## config.mk

```make
export PLATFORM = sky130hd
export DESIGN_NAME = eth_phy_mdio_ctrl_flat
export DESIGN_NICKNAME = d
export VERILOG_FILES = /design/src/rtl/eth_phy_mdio_ctrl_if.sv /design/src/rtl/eth_phy_mdio_ctrl.sv /design/src/flat_wrapper.sv
export SDC_FILE = /design/constraint.sdc
export NUM_CORES = 1
export LEC_CHECK = 0
export CAP_MARGIN = 10
export CORE_AREA = 2 2 166 168
export CTS_CLUSTER_DIAMETER = 100
export CTS_CLUSTER_SIZE = 24
export DETAILED_ROUTE_END_ITERATION = 7
export DIE_AREA = 0 0 168 170
export GPL_ROUTABILITY_DRIVEN = 0
export PLACE_DENSITY = 0.45
export SYNTH_ARGS = -nofsm -noshare
export SYNTH_HDL_FRONTEND = slang
export SYNTH_SLANG_ARGS = --single-unit
```

## constraint.sdc

```tcl
create_clock -name clk_in -period 5.42 [get_ports clk_in]
set_input_delay 0.542 -clock clk_in [delete_from_list [all_inputs] [get_ports clk_in]]
set_output_delay 0.542 -clock clk_in [all_outputs]
set_load 0.02 [all_outputs]
```

## src/rtl/eth_phy_mdio_ctrl_if.sv

```systemverilog
// MDIO pin and status bundle between the PHY management controller and the
// rest of the design. The master side is the controller itself.
interface eth_phy_mdio_ctrl_if;
    logic        enable;
    logic        mdc;
    logic        mdio_o;
    logic        mdio_oe;
    logic        mdio_i;
    logic        busy;
    logic        cfg_done;
    logic        link_up;
    logic        error;
    logic [15:0] phy_status;

    modport master (
        input  enable, mdio_i,
        output mdc, mdio_o, mdio_oe, busy, cfg_done, link_up, error, phy_status
    );

    modport slave (
        output enable, mdio_i,
        input  mdc, mdio_o, mdio_oe, busy, cfg_done, link_up, error, phy_status
    );
endinterface

```

## src/rtl/eth_phy_mdio_ctrl.sv

```systemverilog
// Clause 22 MDIO management controller for the Pmod Ethernet PHY.
// Sequences PHY bring-up (soft reset, reset-complete wait, BMCR config) and
// then polls BMSR periodically, publishing link state and the raw status.
module eth_phy_mdio_ctrl #(
    parameter int          CLK_DIV      = 50,
    parameter logic [4:0]  PHY_ADDR     = 5'd1,
    parameter logic [15:0] BMCR_CFG     = 16'h3100,
    parameter int          POLL_CYCLES  = 1000000,
    parameter int          RST_POLL_MAX = 255
) (
    input  logic                clk_in,
    input  logic                rst_in,
    eth_phy_mdio_ctrl_if.master bus
);
    localparam int DIV_W  = $clog2(CLK_DIV);
    localparam int GAP_W  = $clog2(2 * CLK_DIV + 1);
    localparam int WAIT_W = (POLL_CYCLES > 1) ? $clog2(POLL_CYCLES) : 1;
    localparam int RCNT_W = $clog2(RST_POLL_MAX + 1);

    typedef enum logic [2:0] {
        IDLE, RST_WR, RST_POLL, CFG_WR, LINK_RD, LINK_WAIT, ERR
    } state_t;

    state_t              state, state_nxt;
    logic [RCNT_W-1:0]   rst_cnt, rst_cnt_nxt;
    logic [WAIT_W-1:0]   wait_cnt, wait_cnt_nxt;
    logic                cfg_done_q, cfg_done_nxt;
    logic                link_up_q, link_up_nxt;
    logic                error_q, error_nxt;
    logic [15:0]         phy_status_q, phy_status_nxt;

    logic                mdio_meta, mdio_sync;
    logic                busy_q, mdc_q, mdo_q, mdo_en_q, rd_op;
    logic [DIV_W-1:0]    div_cnt;
    logic [5:0]          bit_idx;
    logic [63:0]         shreg;
    logic [15:0]         rdata;
    logic [GAP_W-1:0]    gap_cnt;

    logic                frame_req, frame_wr, frame_start, frame_end, div_wrap;
    logic [4:0]          frame_reg;
    logic [15:0]         frame_data;
    logic [63:0]         frame_word;

    assign div_wrap    = (div_cnt == DIV_W'(CLK_DIV - 1));
    assign frame_end   = busy_q && div_wrap && mdc_q && (bit_idx == 6'd63);
    assign frame_start = frame_req && bus.enable && !busy_q && (gap_cnt == '0);
    // Reads leave TA and data as ones; those bits are never driven (oe low).
    assign frame_word  = {32'hFFFF_FFFF, 2'b01, frame_wr ? 2'b01 : 2'b10, PHY_ADDR,
                          frame_reg, frame_wr ? 2'b10 : 2'b11, frame_data};

    // Two-flop synchroniser for the PHY-driven MDIO line.
    always_ff @(posedge clk_in or posedge rst_in) begin
        if (rst_in) begin
            mdio_meta <= 1'b1;
            mdio_sync <= 1'b1;
        end else begin
            // NOTE: sequential state uses <= so every flop samples pre-edge values.
            mdio_meta <= bus.mdio_i;
            mdio_sync <= mdio_meta;
        end
    end

    // Bit engine: MDC divider, frame shifter, oe release and read capture.
    always_ff @(posedge clk_in or posedge rst_in) begin
        if (rst_in) begin
            busy_q   <= 1'b0;
            mdc_q    <= 1'b0;
            mdo_q    <= 1'b1;
            mdo_en_q <= 1'b0;
            div_cnt  <= '0;
            bit_idx  <= '0;
            shreg    <= '0;
            rd_op    <= 1'b0;
            rdata    <= '0;
            gap_cnt  <= '0;
        end else if (frame_start) begin
            busy_q   <= 1'b1;
            mdc_q    <= 1'b0;
            div_cnt  <= '0;
            bit_idx  <= '0;
            mdo_q    <= frame_word[63];
            shreg    <= {frame_word[62:0], 1'b1};
            mdo_en_q <= 1'b1;
            rd_op    <= !frame_wr;
        end else if (busy_q) begin
            if (!div_wrap) begin
                div_cnt <= div_cnt + 1'b1;
            end else begin
                div_cnt <= '0;
                mdc_q   <= !mdc_q;
                if (!mdc_q) begin
                    // Rising MDC: sample the data phase of a read.
                    if (bit_idx >= 6'd48) rdata <= {rdata[14:0], mdio_sync};
                end else if (bit_idx == 6'd63) begin
                    // Falling MDC after the last bit closes the frame.
                    busy_q   <= 1'b0;
                    mdo_q    <= 1'b1;
                    mdo_en_q <= 1'b0;
                    gap_cnt  <= GAP_W'(2 * CLK_DIV);
                end else begin
                    bit_idx <= bit_idx + 1'b1;
                    mdo_q   <= shreg[63];
                    shreg   <= {shreg[62:0], 1'b1};
                    if (rd_op && bit_idx >= 6'd45) mdo_en_q <= 1'b0;
                end
            end
        end else if (gap_cnt != '0) begin
            gap_cnt <= gap_cnt - 1'b1;
        end
    end

    // Sequencer state and published status registers.
    always_ff @(posedge clk_in or posedge rst_in) begin
        if (rst_in) begin
            state        <= IDLE;
            rst_cnt      <= '0;
            wait_cnt     <= '0;
            cfg_done_q   <= 1'b0;
            link_up_q    <= 1'b0;
            error_q      <= 1'b0;
            phy_status_q <= '0;
        end else begin
            state        <= state_nxt;
            rst_cnt      <= rst_cnt_nxt;
            wait_cnt     <= wait_cnt_nxt;
            cfg_done_q   <= cfg_done_nxt;
            link_up_q    <= link_up_nxt;
            error_q      <= error_nxt;
            phy_status_q <= phy_status_nxt;
        end
    end

    // Sequencer next-state, frame requests and status updates.
    always_comb begin
        // NOTE: every output gets a default first so no path infers a latch.
        state_nxt      = state;
        rst_cnt_nxt    = rst_cnt;
        wait_cnt_nxt   = wait_cnt;
        cfg_done_nxt   = cfg_done_q;
        link_up_nxt    = link_up_q;
        error_nxt      = error_q;
        phy_status_nxt = phy_status_q;
        frame_req      = 1'b0;
        frame_wr       = 1'b0;
        frame_reg      = 5'd0;
        frame_data     = 16'hFFFF;
        unique case (state)
            IDLE: if (bus.enable) state_nxt = RST_WR;
            RST_WR: begin
                frame_req  = 1'b1;
                frame_wr   = 1'b1;
                frame_data = 16'h8000;
                if (frame_end) begin
                    rst_cnt_nxt = '0;
                    state_nxt   = RST_POLL;
                end
            end
            RST_POLL: begin
                frame_req = 1'b1;
                if (frame_end) begin
                    if (!rdata[15]) begin
                        state_nxt = CFG_WR;
                    end else begin
                        rst_cnt_nxt = rst_cnt + 1'b1;
                        if (rst_cnt_nxt == RCNT_W'(RST_POLL_MAX)) begin
                            error_nxt = 1'b1;
                            state_nxt = ERR;
                        end
                    end
                end
            end
            CFG_WR: begin
                frame_req  = 1'b1;
                frame_wr   = 1'b1;
                frame_data = BMCR_CFG;
                if (frame_end) begin
                    cfg_done_nxt = 1'b1;
                    state_nxt    = LINK_RD;
                end
            end
            LINK_RD: begin
                frame_req = 1'b1;
                frame_reg = 5'd1;
                if (frame_end) begin
                    phy_status_nxt = rdata;
                    link_up_nxt    = rdata[2];
                    wait_cnt_nxt   = '0;
                    state_nxt      = LINK_WAIT;
                end
            end
            LINK_WAIT: begin
                if (wait_cnt == WAIT_W'(POLL_CYCLES - 1)) begin
                    wait_cnt_nxt = '0;
                    state_nxt    = LINK_RD;
                end else begin
                    wait_cnt_nxt = wait_cnt + 1'b1;
                end
            end
            ERR: begin
                error_nxt    = 1'b1;
                cfg_done_nxt = 1'b0;
                link_up_nxt  = 1'b0;
            end
            default: state_nxt = IDLE;
        endcase
        // Disable wins over any transition, but never cuts a frame short.
        if (!bus.enable && (frame_end || !busy_q)) begin
            state_nxt    = IDLE;
            rst_cnt_nxt  = '0;
            wait_cnt_nxt = '0;
            cfg_done_nxt = 1'b0;
            link_up_nxt  = 1'b0;
            error_nxt    = 1'b0;
        end
    end

    assign bus.mdc        = mdc_q;
    assign bus.mdio_o     = mdo_q;
    assign bus.mdio_oe    = mdo_en_q;
    assign bus.busy       = busy_q;
    assign bus.cfg_done   = cfg_done_q;
    assign bus.link_up    = link_up_q;
    assign bus.error      = error_q;
    assign bus.phy_status = phy_status_q;
endmodule

```

## src/flat_wrapper.sv

```systemverilog
// flat-port wrapper written by rule: the top's interface ports become plain ports
module eth_phy_mdio_ctrl_flat 
#(
    parameter int          CLK_DIV      = 50,
    parameter logic [4:0]  PHY_ADDR     = 5'd1,
    parameter logic [15:0] BMCR_CFG     = 16'h3100,
    parameter int          POLL_CYCLES  = 1000000,
    parameter int          RST_POLL_MAX = 255
)
  (clk_in, rst_in, bus_enable, bus_mdio_i, bus_mdc, bus_mdio_o, bus_mdio_oe, bus_busy, bus_cfg_done, bus_link_up, bus_error, bus_phy_status);
  eth_phy_mdio_ctrl_if bus_i ();
  input  logic clk_in;
  input  logic rst_in;
  input wire logic [$bits(bus_i.enable)-1:0] bus_enable;
  input wire logic [$bits(bus_i.mdio_i)-1:0] bus_mdio_i;
  output wire logic [$bits(bus_i.mdc)-1:0] bus_mdc;
  output wire logic [$bits(bus_i.mdio_o)-1:0] bus_mdio_o;
  output wire logic [$bits(bus_i.mdio_oe)-1:0] bus_mdio_oe;
  output wire logic [$bits(bus_i.busy)-1:0] bus_busy;
  output wire logic [$bits(bus_i.cfg_done)-1:0] bus_cfg_done;
  output wire logic [$bits(bus_i.link_up)-1:0] bus_link_up;
  output wire logic [$bits(bus_i.error)-1:0] bus_error;
  output wire logic [$bits(bus_i.phy_status)-1:0] bus_phy_status;
  assign bus_i.enable = bus_enable;
  assign bus_i.mdio_i = bus_mdio_i;
  assign bus_mdc = bus_i.mdc;
  assign bus_mdio_o = bus_i.mdio_o;
  assign bus_mdio_oe = bus_i.mdio_oe;
  assign bus_busy = bus_i.busy;
  assign bus_cfg_done = bus_i.cfg_done;
  assign bus_link_up = bus_i.link_up;
  assign bus_error = bus_i.error;
  assign bus_phy_status = bus_i.phy_status;
  eth_phy_mdio_ctrl #(.CLK_DIV(CLK_DIV), .PHY_ADDR(PHY_ADDR), .BMCR_CFG(BMCR_CFG), .POLL_CYCLES(POLL_CYCLES), .RST_POLL_MAX(RST_POLL_MAX)) u_core (.clk_in(clk_in), .rst_in(rst_in), .bus(bus_i));
endmodule
```

==> metrics <==
Critical Path AT 3280 ps; Min Hold Slack 357 ps; Tmin final 2990 ps; Remaining DRCs 0; final hold vios 0; post-synthesis area per instance 10.6 um^2; PortBufs 26; maxcap violations 0; vias in the first global route 5,178; share of layout cells above drive strength 1 11.7%; Max Slew Vio Count 0; HPWL after detailed placement 10,300 um; clock sinks 156; first-pass GRT wire length 27,700 um; largest net degree at the start of global routing 60; post-cts repair resize count 0; ys async rst share 100%; CP max FO 14; Synth Register Bits 156; Worst Tran Pin Value 1060 ps; critical setup path kind reg -> reg; Max clock buf depth 2; fin util 32.0%; cell accounting for the most synthesized area dfrtp_1; CP required 5710 ps; Via density 4.93; CTS Root Cell clkbuf_16; CP peak stage delay 850 ps; Min-Delay Path Class reg -> reg; Critical Path Sink Type register; ys flop type dfrtp_1; CP Launch Type register; dpl ws 2430 ps; final worst setup slack 2430 ps; die height 170 um; Area Overhead vs Synth 15.9%; most common cell after layout, fill and taps aside dfrtp_1; most frequent cells in the layout dfrtp_1 (153), nand2_1 (69), nor2_1 (67); Mapped Nets 709; worst skew pair latency 430 ps; CTS tree yes; RSZ-0062 raised after global routing false; CORE AREA 0.0267 mm^2; Synth cell types 62; synth warn 0; H-tree depth 4; FMAX 334 MHz; initial antenna violation count 0; Post-CTS Setup Inserts 0; DIE WIDTH 168 um; initial core utilization 27.6%; fillers 2,677; Leak Pwr 3.90 nW; post-synthesis cell count 696; pwr/cell area 310 mW/mm^2; total number of vias 5,255; Antenna Cells 0; # hold bufs at CTS 0; # IOs 27; maximum VDD drop 0.000136 V; iteration-0 DRC count of the detailed router 332; sequential area share after synthesis 53.1%; Setup TNS Final 0 ps; post-synth top area share 52.1%; crit share post-route 55.2%; DIE AREA 0.0286 mm^2; Final setup viols 0; CP max-delay cell nor2_1; std cell rows 60; Post-synth EDFFs 0; drt wl/cell 15.3 um; total congestion overflow 0; DRT Pass-1 Iters 4; worst slew margin relative to its limit 28.7%; Synth area leaders dfrtp_1 (52%), mux2i_1 (4.8%), nand2_1 (3.5%); Tot GR Track Use 12.0%; clock buffer count from CTS 17; Clock Skew 10.4 ps; Routed Antenna Nets 0; Mapped Area 0.00735 mm^2; Routed WL 16,300 um; Final #Nets 726; CP Cell Sequence or3b_1 -> nor2_1 -> nand2_1 -> mux2i_1 -> o21ai_0; clock slew at reported path FFs 60 ps; status complete, no violations
==> layer usage <==
metal	global-route usage [%]	vias to the layer above	wire length (um)
li1	-	2578	-
met1	17.5	2587	8650
met2	17.7	76	7010
met3	2.67	14	480
met4	3.93	0	195
met5	0	-	0
==> path summary, 6_finish.rpt <==
path / from / to / slack (ps) / cells past startpoint
worst max-delay path: u_core.div_cnt[2]$_DFFE_PP0P_ / u_core.shreg[19]$_DFFE_PP0P_ / 2430 / 5
worst min-delay path: u_core.mdio_meta$_DFF_PP1_ / u_core.mdio_sync$_DFF_PP1_ / 360 / 0
worst max register to register: u_core.div_cnt[2]$_DFFE_PP0P_ / u_core.shreg[19]$_DFFE_PP0P_ / 2430 / 5
worst min register to register: u_core.mdio_meta$_DFF_PP1_ / u_core.mdio_sync$_DFF_PP1_ / 360 / 0
max in group asynchronous: rst_in / u_core.gap_cnt[0]$_DFFE_PP0P_ / 3760 / 3
min in group asynchronous: rst_in / u_core.bus.phy_status[9]$_DFFE_PP0P_ / 550 / 2
==> flip-flops by register name, summed over array words and instances, names as in the netlist, 3 cells and up <==
name	count
u_core.rdata	16
u_core.bus.phy_status	16
u_core.shreg	64
u_core.div_cnt	6
u_core.gap_cnt	7
u_core.rst_cnt	8
u_core.bit_idx	6
u_core.state	3
u_core.wait_cnt	20
==> power breakdown <==
part           switching [W]  internal, W
clock network       0.000515     0.000643
registers          0.0000588      0.00119
logic               0.000150    0.0000863
total               0.000724      0.00192
==> per-stage QoR <==
step	instance area [um^2]	total power (W)	std cells
after floorplan	7350	0.00143	696
after global placement	7950	0.00151	1035
after detailed placement	7950	0.00151	1035
after CTS	8520	0.00269	1067
after global routing	8520	0.00278	1067
final	8520	0.00264	1067
==> cells in the mapped netlist (3+ instances only) <==
master / n
a21oi_1: 20
nor3_1: 11
inv_1: 21
xnor2_1: 4
dfstp_2: 3
o22ai_1: 3
or4_1: 6
a22oi_1: 3
dfrtp_1: 153
and4_1: 8
or3_1: 11
nor3b_1: 5
mux2i_1: 35
nand2b_1: 3
a2bb2oi_1: 3
o31ai_1: 3
mux2_2: 22
o21ai_0: 36
o311ai_0: 3
nor2_1: 67
buf_2: 5
nor4_1: 9
and3_1: 8
nand3_1: 21
clkbuf_1: 26
a221o_1: 7
nand4_1: 17
a21o_1: 4
ha_1: 9
mux2_4: 10
nand2_1: 69
buf_1: 4
a211oi_1: 3
xor2_1: 6
a41oi_1: 4
nor2b_1: 5
a31oi_1: 30
and2_1: 4
o211ai_1: 5
==> cells by family (layout without fill, tap and decap cells) <==
| family | after synthesis | count (layout) | synth area share [%] |
|---|---|---|---|
| AOI/OAI and AO/OA | 140 | 140 | 12.8 |
| xor gates and xnor gates | 10 | 10 | 1.19 |
| adders and majority gates | 9 | 9 | 1.53 |
| muxes | 67 | 67 | 10.2 |
| DFF | 156 | 156 | 53.1 |
| and+or+nand+nor | 255 | 255 | 17.6 |
| buffers and inverters | 59 | 89 | 3.52 |
==> worst max-delay path: cells and delay by family, from the launching register on <==
kind | cells | cell delay, ps
flip-flops | 1 | 430
multiplexers | 1 | 300
AND/OR/NAND/NOR | 3 | 2020
AO/OA/AOI/OAI | 1 | 90
==> cell type report <==
cell class	count	area [um^2]	area share [%]
tap	341	427	5.01
inverter	21	83.8	0.984
sequential	156	3910	45.9
clock inverter	14	139	1.63
timing repair buffer	36	335	3.94
clock buffer	18	429	5.04
multi-input combinational	481	3200	37.5
Power figures use the tool's default switching activity.
